===== src/rtl/manhattan_dist_collector_if.sv =====
// Point-stream and result bus between the Manhattan distance collector and its neighbours.
// master = producer/consumer side, slave = the collector itself.
interface manhattan_dist_collector_if #(
  parameter int COORD_W = 9
);
  localparam int D_W = COORD_W + 1;

  logic               start;
  logic [COORD_W-1:0] q_x;
  logic [COORD_W-1:0] q_y;
  logic               pt_valid;
  logic               pt_ready;
  logic [COORD_W-1:0] pt_x;
  logic [COORD_W-1:0] pt_y;
  logic               busy;
  logic               dist_valid;
  logic               dist_ack;
  logic [D_W-1:0]     d_0, d_1, d_2, d_3, d_4, d_5, d_6, d_7;

  modport master (
    output start, q_x, q_y, pt_valid, pt_x, pt_y, dist_ack,
    input  pt_ready, busy, dist_valid,
    input  d_0, d_1, d_2, d_3, d_4, d_5, d_6, d_7
  );

  modport slave (
    input  start, q_x, q_y, pt_valid, pt_x, pt_y, dist_ack,
    output pt_ready, busy, dist_valid,
    output d_0, d_1, d_2, d_3, d_4, d_5, d_6, d_7
  );
endinterface


===== src/rtl/manhattan_dist_collector.sv =====
// Latches a query point, takes 8 candidates serially and holds their Manhattan distances.
// Define MAN_DIST_PIPE_EN to register the abs-differences before the add (adds a DRAIN cycle).
module manhattan_dist_collector #(
  parameter int COORD_W = 9
) (
  input  logic                          clk,
  input  logic                          rst_n,
  manhattan_dist_collector_if.slave     bus
);
  localparam int D_W = COORD_W + 1;

  typedef enum logic [1:0] {IDLE, LOAD, DRAIN, DONE} state_t;

  state_t             state_reg, state_next;
  logic [2:0]         count_reg, count_next;
  logic [COORD_W-1:0] qx_reg, qy_reg;

  logic               xfer;
  logic [COORD_W-1:0] dx, dy;
  logic               wr_en;
  logic [2:0]         wr_idx;
  logic [D_W-1:0]     wr_dist;

  assign xfer = (state_reg == LOAD) && bus.pt_valid;

  // Larger minus smaller keeps each difference unsigned with no wrap.
  assign dx = (qx_reg >= bus.pt_x) ? (qx_reg - bus.pt_x) : (bus.pt_x - qx_reg);
  assign dy = (qy_reg >= bus.pt_y) ? (qy_reg - bus.pt_y) : (bus.pt_y - qy_reg);

`ifdef MAN_DIST_PIPE_EN
  logic               p_valid_reg;
  logic [2:0]         p_idx_reg;
  logic [COORD_W-1:0] p_dx_reg, p_dy_reg;

  always_ff @(posedge clk or negedge rst_n) begin
    if (!rst_n) begin
      p_valid_reg <= 1'b0;
      p_idx_reg   <= '0;
      p_dx_reg    <= '0;
      p_dy_reg    <= '0;
    end else begin
      p_valid_reg <= xfer;
      if (xfer) begin
        p_idx_reg <= count_reg;
        p_dx_reg  <= dx;
        p_dy_reg  <= dy;
      end
    end
  end

  assign wr_en   = p_valid_reg;
  assign wr_idx  = p_idx_reg;
  assign wr_dist = {1'b0, p_dx_reg} + {1'b0, p_dy_reg};
`else
  assign wr_en   = xfer;
  assign wr_idx  = count_reg;
  assign wr_dist = {1'b0, dx} + {1'b0, dy};
`endif

  always_ff @(posedge clk or negedge rst_n) begin
    if (!rst_n) begin
      state_reg <= IDLE;
      count_reg <= '0;
    end else begin
      state_reg <= state_next;
      count_reg <= count_next;
    end
  end

  always_ff @(posedge clk or negedge rst_n) begin
    if (!rst_n) begin
      qx_reg <= '0;
      qy_reg <= '0;
    end else if (state_reg == IDLE && bus.start) begin
      qx_reg <= bus.q_x;
      qy_reg <= bus.q_y;
    end
  end

  always_comb begin
    state_next     = state_reg;
    count_next     = count_reg;
    bus.pt_ready   = 1'b0;
    bus.busy       = 1'b0;
    bus.dist_valid = 1'b0;
    case (state_reg)
      IDLE: begin
        if (bus.start) begin
          state_next = LOAD;
          count_next = '0;
        end
      end
      LOAD: begin
        bus.pt_ready = 1'b1;
        bus.busy     = 1'b1;
        if (xfer) begin
          count_next = count_reg + 3'd1;
          if (count_reg == 3'd7) begin
`ifdef MAN_DIST_PIPE_EN
            state_next = DRAIN;
`else
            state_next = DONE;
`endif
          end
        end
      end
      DRAIN: begin
        // Last candidate is still in the pipeline register; let it land.
        bus.busy   = 1'b1;
        state_next = DONE;
      end
      DONE: begin
        bus.dist_valid = 1'b1;
        if (bus.dist_ack) state_next = IDLE;
      end
      default: state_next = IDLE;
    endcase
  end

  genvar gi;
  generate
    for (gi = 0; gi < 8; gi++) begin : g_bank
      logic [D_W-1:0] d_reg;
      always_ff @(posedge clk or negedge rst_n) begin
        if (!rst_n) d_reg <= '0;
        else if (wr_en && wr_idx == 3'(gi)) d_reg <= wr_dist;
      end
    end
  endgenerate

  assign bus.d_0 = g_bank[0].d_reg;
  assign bus.d_1 = g_bank[1].d_reg;
  assign bus.d_2 = g_bank[2].d_reg;
  assign bus.d_3 = g_bank[3].d_reg;
  assign bus.d_4 = g_bank[4].d_reg;
  assign bus.d_5 = g_bank[5].d_reg;
  assign bus.d_6 = g_bank[6].d_reg;
  assign bus.d_7 = g_bank[7].d_reg;
endmodule


===== src/flat_wrapper.sv =====
// flat-port wrapper written by rule: the top's interface ports become plain ports
module manhattan_dist_collector_flat 
#(
  parameter int COORD_W = 9
)
  (clk, rst_n, bus_start, bus_q_x, bus_q_y, bus_pt_valid, bus_pt_x, bus_pt_y, bus_dist_ack, bus_pt_ready, bus_busy, bus_dist_valid, bus_d_0, bus_d_1, bus_d_2, bus_d_3, bus_d_4, bus_d_5, bus_d_6, bus_d_7);
  manhattan_dist_collector_if #(.COORD_W(COORD_W)) bus_i ();
  input  logic clk;
  input  logic rst_n;
  input wire logic [$bits(bus_i.start)-1:0] bus_start;
  input wire logic [$bits(bus_i.q_x)-1:0] bus_q_x;
  input wire logic [$bits(bus_i.q_y)-1:0] bus_q_y;
  input wire logic [$bits(bus_i.pt_valid)-1:0] bus_pt_valid;
  input wire logic [$bits(bus_i.pt_x)-1:0] bus_pt_x;
  input wire logic [$bits(bus_i.pt_y)-1:0] bus_pt_y;
  input wire logic [$bits(bus_i.dist_ack)-1:0] bus_dist_ack;
  output wire logic [$bits(bus_i.pt_ready)-1:0] bus_pt_ready;
  output wire logic [$bits(bus_i.busy)-1:0] bus_busy;
  output wire logic [$bits(bus_i.dist_valid)-1:0] bus_dist_valid;
  output wire logic [$bits(bus_i.d_0)-1:0] bus_d_0;
  output wire logic [$bits(bus_i.d_1)-1:0] bus_d_1;
  output wire logic [$bits(bus_i.d_2)-1:0] bus_d_2;
  output wire logic [$bits(bus_i.d_3)-1:0] bus_d_3;
  output wire logic [$bits(bus_i.d_4)-1:0] bus_d_4;
  output wire logic [$bits(bus_i.d_5)-1:0] bus_d_5;
  output wire logic [$bits(bus_i.d_6)-1:0] bus_d_6;
  output wire logic [$bits(bus_i.d_7)-1:0] bus_d_7;
  assign bus_i.start = bus_start;
  assign bus_i.q_x = bus_q_x;
  assign bus_i.q_y = bus_q_y;
  assign bus_i.pt_valid = bus_pt_valid;
  assign bus_i.pt_x = bus_pt_x;
  assign bus_i.pt_y = bus_pt_y;
  assign bus_i.dist_ack = bus_dist_ack;
  assign bus_pt_ready = bus_i.pt_ready;
  assign bus_busy = bus_i.busy;
  assign bus_dist_valid = bus_i.dist_valid;
  assign bus_d_0 = bus_i.d_0;
  assign bus_d_1 = bus_i.d_1;
  assign bus_d_2 = bus_i.d_2;
  assign bus_d_3 = bus_i.d_3;
  assign bus_d_4 = bus_i.d_4;
  assign bus_d_5 = bus_i.d_5;
  assign bus_d_6 = bus_i.d_6;
  assign bus_d_7 = bus_i.d_7;
  manhattan_dist_collector #(.COORD_W(COORD_W)) u_core (.clk(clk), .rst_n(rst_n), .bus(bus_i));
endmodule

===== config.mk =====
export PLATFORM = sky130hd
export DESIGN_NAME = manhattan_dist_collector_flat
export DESIGN_NICKNAME = d
export VERILOG_FILES = /design/src/rtl/manhattan_dist_collector_if.sv /design/src/rtl/manhattan_dist_collector.sv /design/src/flat_wrapper.sv
export SDC_FILE = /design/constraint.sdc
export NUM_CORES = 1
export LEC_CHECK = 0
export CAP_MARGIN = 20
export CORE_MARGIN = 5
export CORE_UTILIZATION = 35
export DETAILED_ROUTE_END_ITERATION = 8
export PLACE_DENSITY_LB_ADDON = 0.25
export RECOVER_POWER = 50
export SYNTH_ARGS = -nofsm -noshare
export SYNTH_HDL_FRONTEND = slang
export SYNTH_SLANG_ARGS = --single-unit

===== constraint.sdc =====
create_clock -name clk -period 3.9 [get_ports clk]
set_input_delay 0.78 -clock clk [delete_from_list [all_inputs] [get_ports clk]]
set_output_delay 0.78 -clock clk [all_outputs]
set_load 0.005 [all_outputs]

==> summary.md <==
| Metric | Value |
|---|---|
| Final hold violation count | 0 |
| Req. time, crit path | roughly 4.2 ns |
| Status | finished, violations left |
| Drt via density | 4.98 |
| Drt pass-1 iters | 4 |
| Total Wirelength | ~18000 um |
| Top post-synthesis cells by area | dfrtp_1, ha_1, mux2_2 |
| Synth Area per Inst | 9.42 um2 |
| Mapped Nets | 785 |
| GRT Total Usage | between 10% and 20% |
| Crit path launch type | primary input |
| HPWL Detailed | 13600 um |
| Synth-to-layout area growth | 51.3% |
| Min Tclk post-route | 3.72 ns |
| DRT iter0 DRCs | between 200 and 300 |
| First-pass GRT wire length | about 29000 um |
| Most common cell after layout, fill and taps aside | buf_4 |
| Largest net degree at the start of global routing | 60 |
| Routability congestion estimate | just under 0.9 |
| Worst-margin pin slew | 2.51 ns |
| RSZ-0062 raised after global routing | false |
| Async SR Flop Fraction | 100% |
| Fraction of layout cells with a size suffix above 1 | between 30% and 40% |
| Max transition margin | -67.5% |
| H-tree levels | 3 |
| Maximum buffer depth of the clock tree | 2 |
| Count of flip-flops with a built-in enable after synthesis | 0 |
| Share of the yosys chip area belonging to registers | 39.9% |
| Reg2reg start | u_core.qy_reg[0] |
| Worst Path Buf+Inv | 3 |
| DRC | 0 |
| Type of the worst setup path | in2reg |
| Hold crit path type | reg2reg |
| Number of setup violations in the final report | 0 |
| Worst Setup End Kind | register |
| Row count | between 40 and 50 |
| Root Driver | clkbuf_16 |
| Post-synth cell types | 63 |
| Clock Sinks | 103 |
| Worst path slowest cell | nor2_1 |
| Share of the clock period used by the worst path | 95.3% |
| CTS buffer count | 9 |
| Min-delay src | u_core.bus.d_4[3] |
| Clock transition at path regs | 0.07 ns |
| Synth top area share | 39.9% |
| Core ar. | 18100 um2 |
| CTS tree | done |
| Die ar. | 21300 um2 |
| Failing checks | capacitance limit, slew limit |
| MaxCap Viol Count | 1 |
| Synth Register Bits | 103 |
| DR WL/cell | 15.6 um |
| Fmax | 269 MHz |
| Number of port buffers | 123 |
| Mapped Area | approximately 6500 um2 |
| Largest delay share family, worst path | compound AO/OA/AOI/OAI gates |
| Ys Warns | 0 |
| Die Span Y | between 100 and 150 um |
| Cells along the critical path | dlygate4sd2_1 -> inv_2 -> ha_4 -> a211oi_2 -> nor2_1 -> nor2_1 -> a22oi_2 -> a211oi_2 -> ha_1 -> and3_4 -> buf_4 -> and3_4 -> o31a_1 -> o31ai_1 |
| Most frequent cells in the layout | buf_4, dfrtp_1, nand2_1 |
| Initial core utilization | between 30% and 40% |
| Final instance area | between 9000 and 10000 um2 |
| Syn Inst Count | 686 |
| Antenna Cells | 0 |
| Initial antenna violation count | 0 |
| Crit path largest cell delay | 0.48 ns |
| DR vias | 5767 |
| Nets@finish | between 1k and 1.5k |
| Worst EP arrival | between 3 and 4 ns |
| Placed cell area | 8780 um2 |
| Main synth FF type | dfrtp_1 |
| Final Skew | 0.0156 ns |
| Antenna Nets Post-Route | 0 |
| Dominant cell type by area after synthesis | dfrtp_1 |
| Critical Path Fanout Max | 8 |
| Clock Latency Late Sink | 0.36 ns |
| Die extent in x | 146 um |
| Vias in the first global route | 5662 |
| Grt ovf | 0 |
| Crit path from | bus_pt_x[6] |
| Final Max Slew Viols | 45 |
| # IOs | 124 |
==> cell type report <==
type	instances	area, um2
fillers	1671	8320
multi-input cells	497	4080
flip-flops and latches	103	2580
repair buffers	259	2300
well taps	229	287
clock buffers	10	239
inverters	54	203
clock inverters	6	85.1
==> cells by family (layout without fill, tap and decap cells) <==
kind of cell               after synthesis  after routing  share of synthesized area, %
muxes                                   43             43                          7.48
and+or+nand+nor                        203            203                          15.4
DFF                                    103            103                          39.9
AOI/OAI and AO/OA                      189            189                          19.2
xor gates and xnor gates                 4              4                         0.543
adders and majority gates               58             58                          11.8
buffers and inverters                   86            329                          5.66
==> metrics by stage <==
stage          cells  utilization [%]  TNS [ns]  worst slack, ns  hold slack, ns
4_1_cts         1155             53.1         0          0.00236           0.437
6_report        1158             54.0         0            0.182           0.478
5_1_grt         1158             54.0         0           0.0273           0.491
3_5_place_dp    1128             48.5    -24.79           -0.638           0.467
3_3_place_gp    1128             48.5    -22.30           -0.569           0.460
2_1_floorplan    686                -         0          0.00969           0.473
==> cells in the mapped netlist (3+ instances only) <==
cell	n
dfrtp_1	103
nand2_1	98
o21ai_0	61
inv_1	54
ha_1	53
mux2_2	38
a21oi_1	34
nor3_1	22
a21o_1	18
clkbuf_1	16
nor2_1	16
o31ai_1	15
nor2b_1	13
a211oi_1	10
buf_2	10
nand3_1	10
o211ai_1	10
o21ai_2	8
nand2b_1	7
nand4_1	7
a22oi_1	6
fa_1	5
a211o_1	4
buf_4	4
mux2_1	4
nor4_1	4
or2_2	4
or3_1	4
a21oi_2	3
nand3b_1	3
xnor2_1	3
==> what timing repair did <==
item,4_1_cts,5_1_grt
pin swaps,32,25
setup buffers,11,3
setup endpoints to repair,34,32
resized for setup,93,41
hold buffers,0,0
==> final timing paths <==
kind / endpoint / slack, ns / depth (start not counted)
max in group asynchronous: u_core.bus.d_1[4] / 1.28 / 1
worst max register to register: u_core.bus.d_0[8] / 0.42 / 15
worst max-delay path: u_core.bus.d_0[8] / 0.18 / 14
min in group asynchronous: u_core.bus.d_7[5] / 1.19 / 1
worst min register to register: u_core.bus.d_4[3] / 0.48 / 2
worst min-delay path: u_core.bus.d_4[3] / 0.48 / 2
==> worst register-to-register path: cells and delay by family, from the launching register on <==
kind / cells / cell delay [ns]
AOI/OAI and AO/OA: 5 / 0.88
adders and majority gates: 3 / 0.96
buffers and inverters: 3 / 0.26
DFF: 1 / 0.42
and+or+nand+nor: 4 / 0.85
==> layer usage <==
layer	up-vias	track usage, %	routed length [um]
li1	2893	-	-
met1	2746	22.4	8410
met4	0	3.75	183
met2	115	28.1	8790
met5	-	0	0
met3	13	2.99	710
Power is left out: the tool's default activity adds up to more than one toggle a clock period on the data nets, which glitch-free logic cannot reach.
